### config.mk
export PLATFORM = sky130hd
export DESIGN_NAME = tdm_demux4
export DESIGN_NICKNAME = d
export VERILOG_FILES = /design/src/rtl/tdm_demux4.sv
export SDC_FILE = /design/constraint.sdc
export NUM_CORES = 1
export LEC_CHECK = 0
export ABC_AREA = 1
export BUFFER_PORTS_ARGS = -buffer_cell sky130_fd_sc_hd__buf_2
export CAP_MARGIN = 20
export CORE_ASPECT_RATIO = 1.75
export CORE_MARGIN = 2
export CORE_UTILIZATION = 44
export CTS_CLUSTER_SIZE = 16
export DETAILED_ROUTE_END_ITERATION = 7
export PLACE_DENSITY = 0.73
export SLEW_MARGIN = 10
export SYNTH_ARGS = -nofsm -noshare
export SYNTH_HDL_FRONTEND = slang
export SYNTH_SLANG_ARGS = --single-unit
### constraint.sdc
create_clock -name clk -period 1.8 [get_ports clk]
set_input_delay 0.27 -clock clk [delete_from_list [all_inputs] [get_ports clk]]
set_output_delay 0.27 -clock clk [all_outputs]
set_load 0.02 [all_outputs]
### src/rtl/tdm_demux4.sv
// Four-slot TDM demultiplexer: HUNT/LOCK framing FSM steering a serial sample stream to four
// registered channel outputs. Define TDM_DEMUX4_FRAME_LATCH_EN to deliver whole frames at once.
module tdm_demux4 #(
   parameter int unsigned WIDTH = 8
) (
   input  logic             clk,
   input  logic             rst_n,
   input  logic [WIDTH-1:0] din,
   input  logic             din_valid,
   input  logic             frame_sync,
   output logic [WIDTH-1:0] out0,
   output logic [WIDTH-1:0] out1,
   output logic [WIDTH-1:0] out2,
   output logic [WIDTH-1:0] out3,
   output logic [3:0]       out_valid,
   output logic             frame_done,
   output logic             sync_err,
   output logic             locked
);

   typedef enum logic {StHunt, StLock} state_e;

   state_e                state_q, state_d;
   logic [1:0]            slot_q, slot_d;
   logic [3:0][WIDTH-1:0] data_q, data_d;
   logic [3:0]            vld_q, vld_d;
   logic                  done_q, done_d;
   logic                  err_q, err_d;
   logic                  take;
   logic [1:0]            take_slot;

   // Framing decisions: which slot (if any) the current sample belongs to.
   always_comb begin
      state_d   = state_q;
      slot_d    = slot_q;
      err_d     = 1'b0;
      take      = 1'b0;
      take_slot = 2'd0;
      if (din_valid) begin
         if (frame_sync) begin
            take      = 1'b1;
            take_slot = 2'd0;
            state_d   = StLock;
            slot_d    = 2'd1;
            err_d     = (state_q == StLock) && (slot_q != 2'd0);
         end else if (state_q == StLock) begin
            if (slot_q == 2'd0) begin
               err_d   = 1'b1;
               state_d = StHunt;
            end else begin
               take      = 1'b1;
               take_slot = slot_q;
               slot_d    = slot_q + 2'd1;
            end
         end
      end
   end

`ifdef TDM_DEMUX4_FRAME_LATCH_EN
   logic [2:0][WIDTH-1:0] shadow_q, shadow_d;

   // Slots 0-2 wait in shadow registers; slot 3 releases the whole frame.
   always_comb begin
      shadow_d = shadow_q;
      data_d   = data_q;
      vld_d    = 4'b0000;
      done_d   = 1'b0;
      if (take) begin
         if (take_slot == 2'd3) begin
            data_d = {din, shadow_q};
            vld_d  = 4'b1111;
            done_d = 1'b1;
         end else begin
            shadow_d[take_slot] = din;
         end
      end
   end

   always_ff @(posedge clk or negedge rst_n) begin
      if (!rst_n) begin
         shadow_q <= '0;
      end else begin
         shadow_q <= shadow_d;
      end
   end
`else
   always_comb begin
      data_d = data_q;
      vld_d  = 4'b0000;
      done_d = 1'b0;
      if (take) begin
         data_d[take_slot] = din;
         vld_d[take_slot]  = 1'b1;
         done_d            = (take_slot == 2'd3);
      end
   end
`endif

   always_ff @(posedge clk or negedge rst_n) begin
      if (!rst_n) begin
         state_q <= StHunt;
         slot_q  <= 2'd0;
         data_q  <= '0;
         vld_q   <= 4'b0000;
         done_q  <= 1'b0;
         err_q   <= 1'b0;
      end else begin
         state_q <= state_d;
         slot_q  <= slot_d;
         data_q  <= data_d;
         vld_q   <= vld_d;
         done_q  <= done_d;
         err_q   <= err_d;
      end
   end

   assign out0       = data_q[0];
   assign out1       = data_q[1];
   assign out2       = data_q[2];
   assign out3       = data_q[3];
   assign out_valid  = vld_q;
   assign frame_done = done_q;
   assign sync_err   = err_q;
   assign locked     = (state_q == StLock);

endmodule

Yosys cells after proc, flatten, opt, wreduce, memory -nomap -nowiden
Cells that the tools add are included.
Operators by class
  eq/ne operators: 2
  shift operators: 0
  divide/modulo/power cells: 0
  multiply operators: 0
  magnitude comparators: 2
  mux-type cells: 22
  add/subtract/negate cells: 1
  bitwise operators: 0
  reduce and logical (&&, ||, !) cells: 6
Operators by type and width (count)
  bitwise mux 32 bit: 1
  demux 8 bit (select 2 bit): 1
  two-way mux 2 bit: 7
  two-way mux 1 bit: 10
  two-way mux 8 bit: 1
  two-way mux 4 bit: 1
  nonzero test 2 bit: 2
  < comparator 2 x 3 -> 1 bit (second input constant): 1
  AND reduction 3 bit: 1
  adder 2 x 1 -> 2 bit (second input constant): 1
  demux 1 bit (select 2 bit): 1
  == test 2 bit (second input constant): 1
  >= comparator 2 x 1 -> 1 bit (second input constant): 1
  logical AND 1 bit: 2
  logical NOT 2 bit: 1
  inequality test 2 bit (second input constant): 1
Storage, ports and cells
  logic and storage cells: 42
  output and inout port bits: 39
  memories: 0
  bits of input ports: 12
  bits in latches: 0
  register bits: 41
  ROM bits: 0
  memory bits (writable): 0

Logic depth before layout (Yosys ltp)
Gate-level depths: netlist of run 1.
  depth after elaboration: 10
  mapped depth: 9
  depth with buffers taken out: 8

Least setup slack after synthesis of run 1
No wires, ideal clock.
  path kind: register to register
  from: register slot_q[1]
  to: register state_q (netlist: locked)
  slack: 0.108 ns
  arrival: 1.566 ns
  data required time: 1.674 ns
  path buffers: 2
  library setup time: 0.126 ns
  stages on the path, launching flop included: 10
  period minus slack after synthesis: 1.692 ns
  cells stage by stage: dfrtp_1 inv_1 clkbuf_1 ha_1 inv_1 nand3_1 nand2_1 buf_2 inv_1 o21ai_0
On the way
  longest elaborated chain between the ends: 4
Ends and longest elaborated chain
  start, declared: RTL line 24  | logic [1:0] slot_q, slot_d;
  start signal, assigned: RTL line 109  | slot_q <= slot_d;
  logical NOT 2 bit: RTL line 47  | if (slot_q == 2'd0) begin
  two-way mux 1 bit: RTL line 47
  two-way mux 1 bit: RTL line 46  | end else if (state_q == StLock) begin
  two-way mux 1 bit: RTL line 40  | if (frame_sync) begin
  end signal, assigned: RTL line 101  | state_q <= StHunt;
  end signal, assigned: RTL line 108  | state_q <= state_d;
  end, declared: RTL line 23  | state_e state_q, state_d;
No other way between the ends.
A chain may end at the register's enable or synchronous reset.

Worst setup path after layout of run 1
  from: register slot_q[0]
  to: register data_q, in the netlist out2[7]
On the way
  longest elaborated chain between the ends: 10
  elaborated cells between the ends (all ways): 15
  classes of those cells: order compare: 2; mux: 11; reduce/logical: 2
Ends and longest elaborated chain
  logical NOT 2 bit: RTL line 47
  two-way mux 2 bit: RTL line 47
  two-way mux 2 bit: RTL line 46
  two-way mux 2 bit: RTL line 40
  two-way mux 2 bit: RTL line 39  | if (din_valid) begin
  < comparator 2 x 3 -> 1 bit (not written as such) / >= comparator 2 x 1 -> 1 bit (equally long branches): RTL line 92  | data_d[take_slot] = din;
  logical AND 1 bit (not written as such): RTL line 92
  two-way mux 8 bit (not written as such): RTL line 92
  demux 8 bit (select 2 bit): RTL line 92
  bitwise mux 32 bit: RTL line 92
  end signal, assigned: RTL line 110  | data_q <= data_d;
  end, declared: RTL line 25  | logic [3:0][WIDTH-1:0] data_q, data_d;
Several ways; a longest one is shown, not always the timed one.

==> impl_metrics.env, run 1 <==
export IMPL_status="complete, no violations"
export IMPL_synth_area_mm2=0.00159
export IMPL_io_buffers=50
export IMPL_place_gp_congestion=0.948
export IMPL_fill_cells=352
export IMPL_fin_worst_skew_ps=11.0
export IMPL_ys_seq_elements=40
export IMPL_avgSynthCellArea_um2=9.31
export IMPL_clkLatencyLatePin_ps=290
export IMPL_min_period_ps=1570
export IMPL_cp_required_ps=1970
export IMPL_ir_drop_mv=0.784
export IMPL_hold_depth=2
export IMPL_die_y_um=83.6
export IMPL_stdcell_area_mm2=0.00203
export IMPL_period_share=0.871
export IMPL_yosysSeqAreaShare=0.629
export IMPL_drive_above_1_share=0.312
export IMPL_synth_fp_nets=184
export IMPL_area_growth_pct=27.4
export IMPL_antenna_found_initial=0
export IMPL_fmax_mhz=638
export IMPL_hp_start="din_valid"
export IMPL_yosysUniqueCellTypes=16
export IMPL_utilization=0.590
export IMPL_numCtsBuffers=5
export IMPL_core_area_mm2=0.00343
export IMPL_crit_arrival_ps=1740
export IMPL_worstReg2RegStart="slot_q[0]"
export IMPL_vias_per_cell=4.69
export IMPL_reg2reg_depth=8
export IMPL_met3_usage=0.0394
export IMPL_dpl_instance_area_mm2=0.00192
export IMPL_grt_use_met1=0.228
export IMPL_dp_hpwl_um=2640
export IMPL_busiest_layer="met2"
export IMPL_timing_reg2reg_setup_slack_ps=230
export IMPL_grt_remaining_overflow=0
export IMPL_wl_per_cell_um=12.8
export IMPL_die_area_mm2=0.00413
export IMPL_yosys_area_top_type="dfrtp_1"
export IMPL_drv_slew=0
export IMPL_synthTopCellsByArea="dfrtp_1 63%, nand2_1 20%, nand3_1 5.7%, inv_1 2.4%, nor2_4 2.1%"
export IMPL_cts_sinks=40
export IMPL_yosysTopAreaCellShare=0.629
export IMPL_initial_core_util=0.464
export IMPL_crit_path_end_kind="register"
export IMPL_fin_nets=243
export IMPL_cts_tree="done"
export IMPL_p_per_area_mw_per_mm2=1670
export IMPL_grt_first_pass_wirelength_um=5950
export IMPL_postCtsSetupBuffers=0
export IMPL_tightest_slew_ps=555
export IMPL_grt_pass1_vias=1235
export IMPL_drt_iter0_drc=34
export IMPL_path_clk_slew_ps=70
export IMPL_p_leak_uw=0.00119
export IMPL_num_antenna_cells=0
export IMPL_row_count=28
export IMPL_slew_headroom=0.628
export IMPL_cts_htree_levels=2
export IMPL_final_hold_viol_count=0
export IMPL_rsz0062_at_grt="no"
export IMPL_die_w_um=49.5
export IMPL_final_antenna_net_count=0
export IMPL_fin_setup_tns_ps=0
export IMPL_holdCritPathClass="in -> reg"
export IMPL_critical_path_max_fanout=8
export IMPL_grt_max_degree=23
export IMPL_drt_first_pass_iters=4
export IMPL_drv_cap=0
export IMPL_yosysWarnings=0
export IMPL_ioPinCount=51
export IMPL_synth_cells=171
export IMPL_worst_setup_path_type="reg -> reg"
export IMPL_grtUsageTotal=0.191
export IMPL_report_power_total_uw=3380
export IMPL_holdPathEnd="locked"
export IMPL_setup_viol=0
export IMPL_cts_root_buffer="clkbuf_8"
export IMPL_use_met2=0.330
export IMPL_via_count=1295
export IMPL_cp_start_kind="register"
export IMPL_rr_endpoint="out2[7]"
export IMPL_hold_ws_ps=227
export IMPL_clockBufferDepth=2
export IMPL_drcViolationCount=0
export IMPL_drt_total_wl_um=3540
## power by group
part           leakage (uW)  switching [uW]  internal, uW
clock             0.0000510             284           305
combinational      0.000637             916           442
sequential         0.000506             184          1250
## flip-flops by register name (all words and copies together) (netlist names)
name        count
frame_done      1
locked          1
out0            8
out_valid       3
out1            8
out2            8
sync_err        1
slot_q          2
out3            8
## synthesized netlist by cell type
| cell | instances |
|---|---|
| nand2_1 | 83 |
| dfrtp_1 | 40 |
| nand3_1 | 18 |
| inv_1 | 10 |
| nand2_2 | 3 |
| nor2_4 | 3 |
| o21ai_0 | 3 |
| a21oi_1 | 2 |
| nand3_2 | 2 |
| buf_2 | 1 |
| buf_4 | 1 |
| clkbuf_1 | 1 |
| ha_1 | 1 |
| nand2_4 | 1 |
| nor2_2 | 1 |
| o211ai_1 | 1 |
## cell families after synthesis
kind of cell,Yosys count,share of synthesized area
flops,40,0.629
fa+ha+maj,1,0.00786
simple gates,111,0.309
buf+inv,13,0.0338
compound gates,6,0.0204
## worst max path at each step
stage                          from  endpoint  slack, ps  depth (start not counted)
after floorplan           slot_q[1]    locked        110                          9
after global routing      slot_q[0]   out2[2]         90                          8
after global placement    slot_q[0]   out2[4]        270                          8
after detailed placement  slot_q[0]   out2[4]        250                          8
after CTS                 slot_q[0]   out2[7]        230                          8
final                     slot_q[0]   out2[7]        230                          8
## cell usage in the layout (no fill, tap or decap), drive strengths merged
cell and instances:
nand3 20, inv 10, clkinv 2, buf 54
o211ai 1, nor2 4, nand2 87, a21oi 2
dlygate4sd3 1, clkbuf 6, ha 1, o21ai 3
dfrtp 40
## layout make-up
type	instances	area, um2	area share
Sequential cell	40	1000	0.494
Timing Repair Buffer	55	303	0.149
Multi-Input combinational cell	118	537	0.265
Tap cell	45	56.3	0.0278
Inverter	10	37.5	0.0185
Clock buffer	6	82.6	0.0407
Clock inverter	2	10.0	0.00494
## critical path, stage by stage (launching register included)
cell	delay [ps]
dfrtp_1	340
inv_1	110
ha_1	260
nor2_2	150
nand3_2	190
inv_1	140
nand2_2	130
nand2_1	90
nand2_1	50
## routing by layer
metal	share of wire	wire length, um
met1	0.39	1390
met2	0.54	1920
met3	0.046	164
met4	0.018	62
met5	0	0
## what timing repair did
| action | 4_1_cts | 5_1_grt |
|---|---|---|
| resized for setup | 0 | 0 |
| hold endpoints to repair | 18 | 0 |
| hold buffers | 1 | 0 |
## per-stage QoR
stage | std cells | worst slack, ps
2_1_floorplan | 171 | 108
3_3_place_gp | 267 | 266
3_5_place_dp | 267 | 254
4_1_cts | 276 | 232
5_1_grt | 276 | 89.3
6_report | 276 | 233
Power figures use the tool's default switching activity.
==> run 2: changes to the inputs <==
- CORE_UTILIZATION: 44 -> 47
- CTS_BUF_LIST: not set -> sky130_fd_sc_hd__clkbuf_4 sky130_fd_sc_hd__clkbuf_8
- PLACE_DENSITY: 0.73 -> 0.88
==> impl_metrics.env, run 2 (synthesis gave the netlist of run 1 again) <==
export IMPL_drive_above_1_share=0.313
export IMPL_fin_worst_skew_ps=3.73
export IMPL_via_count=1363
export IMPL_multi_input_area_um2=537
export IMPL_drt_first_pass_iters=4
export IMPL_crit_path_end_kind="register"
export IMPL_holdCritPathClass="in -> async"
export IMPL_final_cell_mix="83 x nand2_1, 50 x buf_2, 40 x dfrtp_1"
export IMPL_die_y_um=81.0
export IMPL_clkLatencyLatePin_ps=290
export IMPL_drcViolationCount=0
export IMPL_switching_power_uw=1410
export IMPL_final_hold_viol_count=0
export IMPL_slew_headroom=0.617
export IMPL_status="complete, no violations"
export IMPL_fin_setup_tns_ps=0
export IMPL_worstReg2RegStart="slot_q[0]"
export IMPL_fin_nets=242
export IMPL_vias_per_cell=4.96
export IMPL_area_growth_pct=26.3
export IMPL_path_clk_slew_ps=70
export IMPL_cp_required_ps=1990
export IMPL_die_w_um=48.0
export IMPL_drt_iter0_drc=18
export IMPL_core_area_mm2=0.00329
export IMPL_utilization=0.610
export IMPL_min_period_ps=1600
export IMPL_cp_start_kind="register"
export IMPL_pwr_share_comb=0.397
export IMPL_row_count=28
export IMPL_initial_core_util=0.483
export IMPL_critical_path_max_fanout=10
export IMPL_crit_arrival_ps=1790
export IMPL_post_cts_resized=0
export IMPL_drv_slew=0
export IMPL_fmax_mhz=625
export IMPL_seq_area_mm2=0.00100
export IMPL_cts_root_buffer="clkbuf_8"
export IMPL_ir_drop_mv=0.796
export IMPL_fill_cells=314
export IMPL_setup_viol=0
export IMPL_postCtsSetupBuffers=0
export IMPL_rr_endpoint="out1[7]"
export IMPL_worst_setup_path_type="reg -> reg"
export IMPL_place_gp_congestion=0.832
export IMPL_rsz0062_at_grt="no"
export IMPL_clockBufferDepth=2
export IMPL_grt_remaining_overflow=0
export IMPL_internal_power_uw=2030
export IMPL_post_place_ws_ps=237
export IMPL_report_power_total_uw=3450
export IMPL_seqPwrFrac=0.418
export IMPL_tightest_slew_ps=572
export IMPL_numCtsBuffers=5
export IMPL_grt_max_degree=41
export IMPL_p_leak_uw=0.00119
export IMPL_wl_per_cell_um=13.5
export IMPL_period_share=0.889
export IMPL_antenna_found_initial=0
export IMPL_timing_reg2reg_setup_slack_ps=200
export IMPL_drt_total_wl_um=3700
export IMPL_ioPinCount=51
export IMPL_sw_frac_of_total=0.410
export IMPL_setup_ws_ps=199
export IMPL_grtUsageTotal=0.215
export IMPL_power_frac_clock=0.185
export IMPL_final_antenna_net_count=0
export IMPL_cts_tree="done"
export IMPL_reg2reg_depth=8
export IMPL_dp_hpwl_um=2630
export IMPL_cts_sinks=40
export IMPL_die_area_mm2=0.00389
export IMPL_hold_buffers=0
export IMPL_io_buffers=50
export IMPL_p_per_area_mw_per_mm2=1720
export IMPL_num_antenna_cells=0
export IMPL_cts_htree_levels=2
export IMPL_grt_pass1_vias=1320
export IMPL_drv_cap=0
export IMPL_grt_first_pass_wirelength_um=5860
export IMPL_final_common_cell="nand2_1"
## run 2: how the worst max path moves through the flow
stage / startpoint / end / slack (ps)
final: slot_q[0] / out1[7] / 200
after global routing: slot_q[0] / out3[4] / 3
after CTS: slot_q[0] / out2[2] / 220
after detailed placement: slot_q[0] / out2[2] / 240
after global placement: slot_q[0] / out3[5] / 300
after floorplan: slot_q[1] / locked / 110
## run 2: stage by stage
step | hold WS (ps) | cell area [um2] | std cells
floorplan | -25.6 | 1590 | 171
global placement | 345 | 1910 | 267
detailed placement | 350 | 1910 | 267
CTS | 38.9 | 2010 | 275
global route | 67.0 | 2010 | 275
finish | 19.7 | 2010 | 275
## run 2: metal layers
layer  share of wire  routed length (um)  up-vias  track usage
met5               0                   0        -            0
met2            0.53                1970       50        0.328
met3           0.049                 180       14       0.0556
li1                -                   -      648            -
met4           0.046                 172        0        0.146
met1            0.37                1380      651        0.253
## run 2: layout make-up
type                            count  share of cell area
Sequential cell                    40               0.498
Multi-Input combinational cell    118               0.267
Timing Repair Buffer               54               0.139
Clock buffer                        8              0.0486
Tap cell                           45              0.0280
Inverter                           10              0.0187
## run 2: power groups by stage
| stage | combinational (uW) | clock (uW) | sequential, uW |
|---|---|---|---|
| final | 1370 | 636 | 1440 |
| after global routing | 1510 | 682 | 1480 |
| after CTS | 1380 | 644 | 1440 |
| after detailed placement | 1380 | 0 | 1450 |
| after global placement | 1330 | 0 | 1450 |
| after floorplan | 416 | 0 | 1880 |
## run 2: critical path: stages, from the launching register on
cell	delay [ps]
dfrtp_1	350
inv_1	110
ha_1	270
inv_1	70
nand3_1	140
nor2_4	270
nand2_4	130
nand2_1	100
nand2_1	50
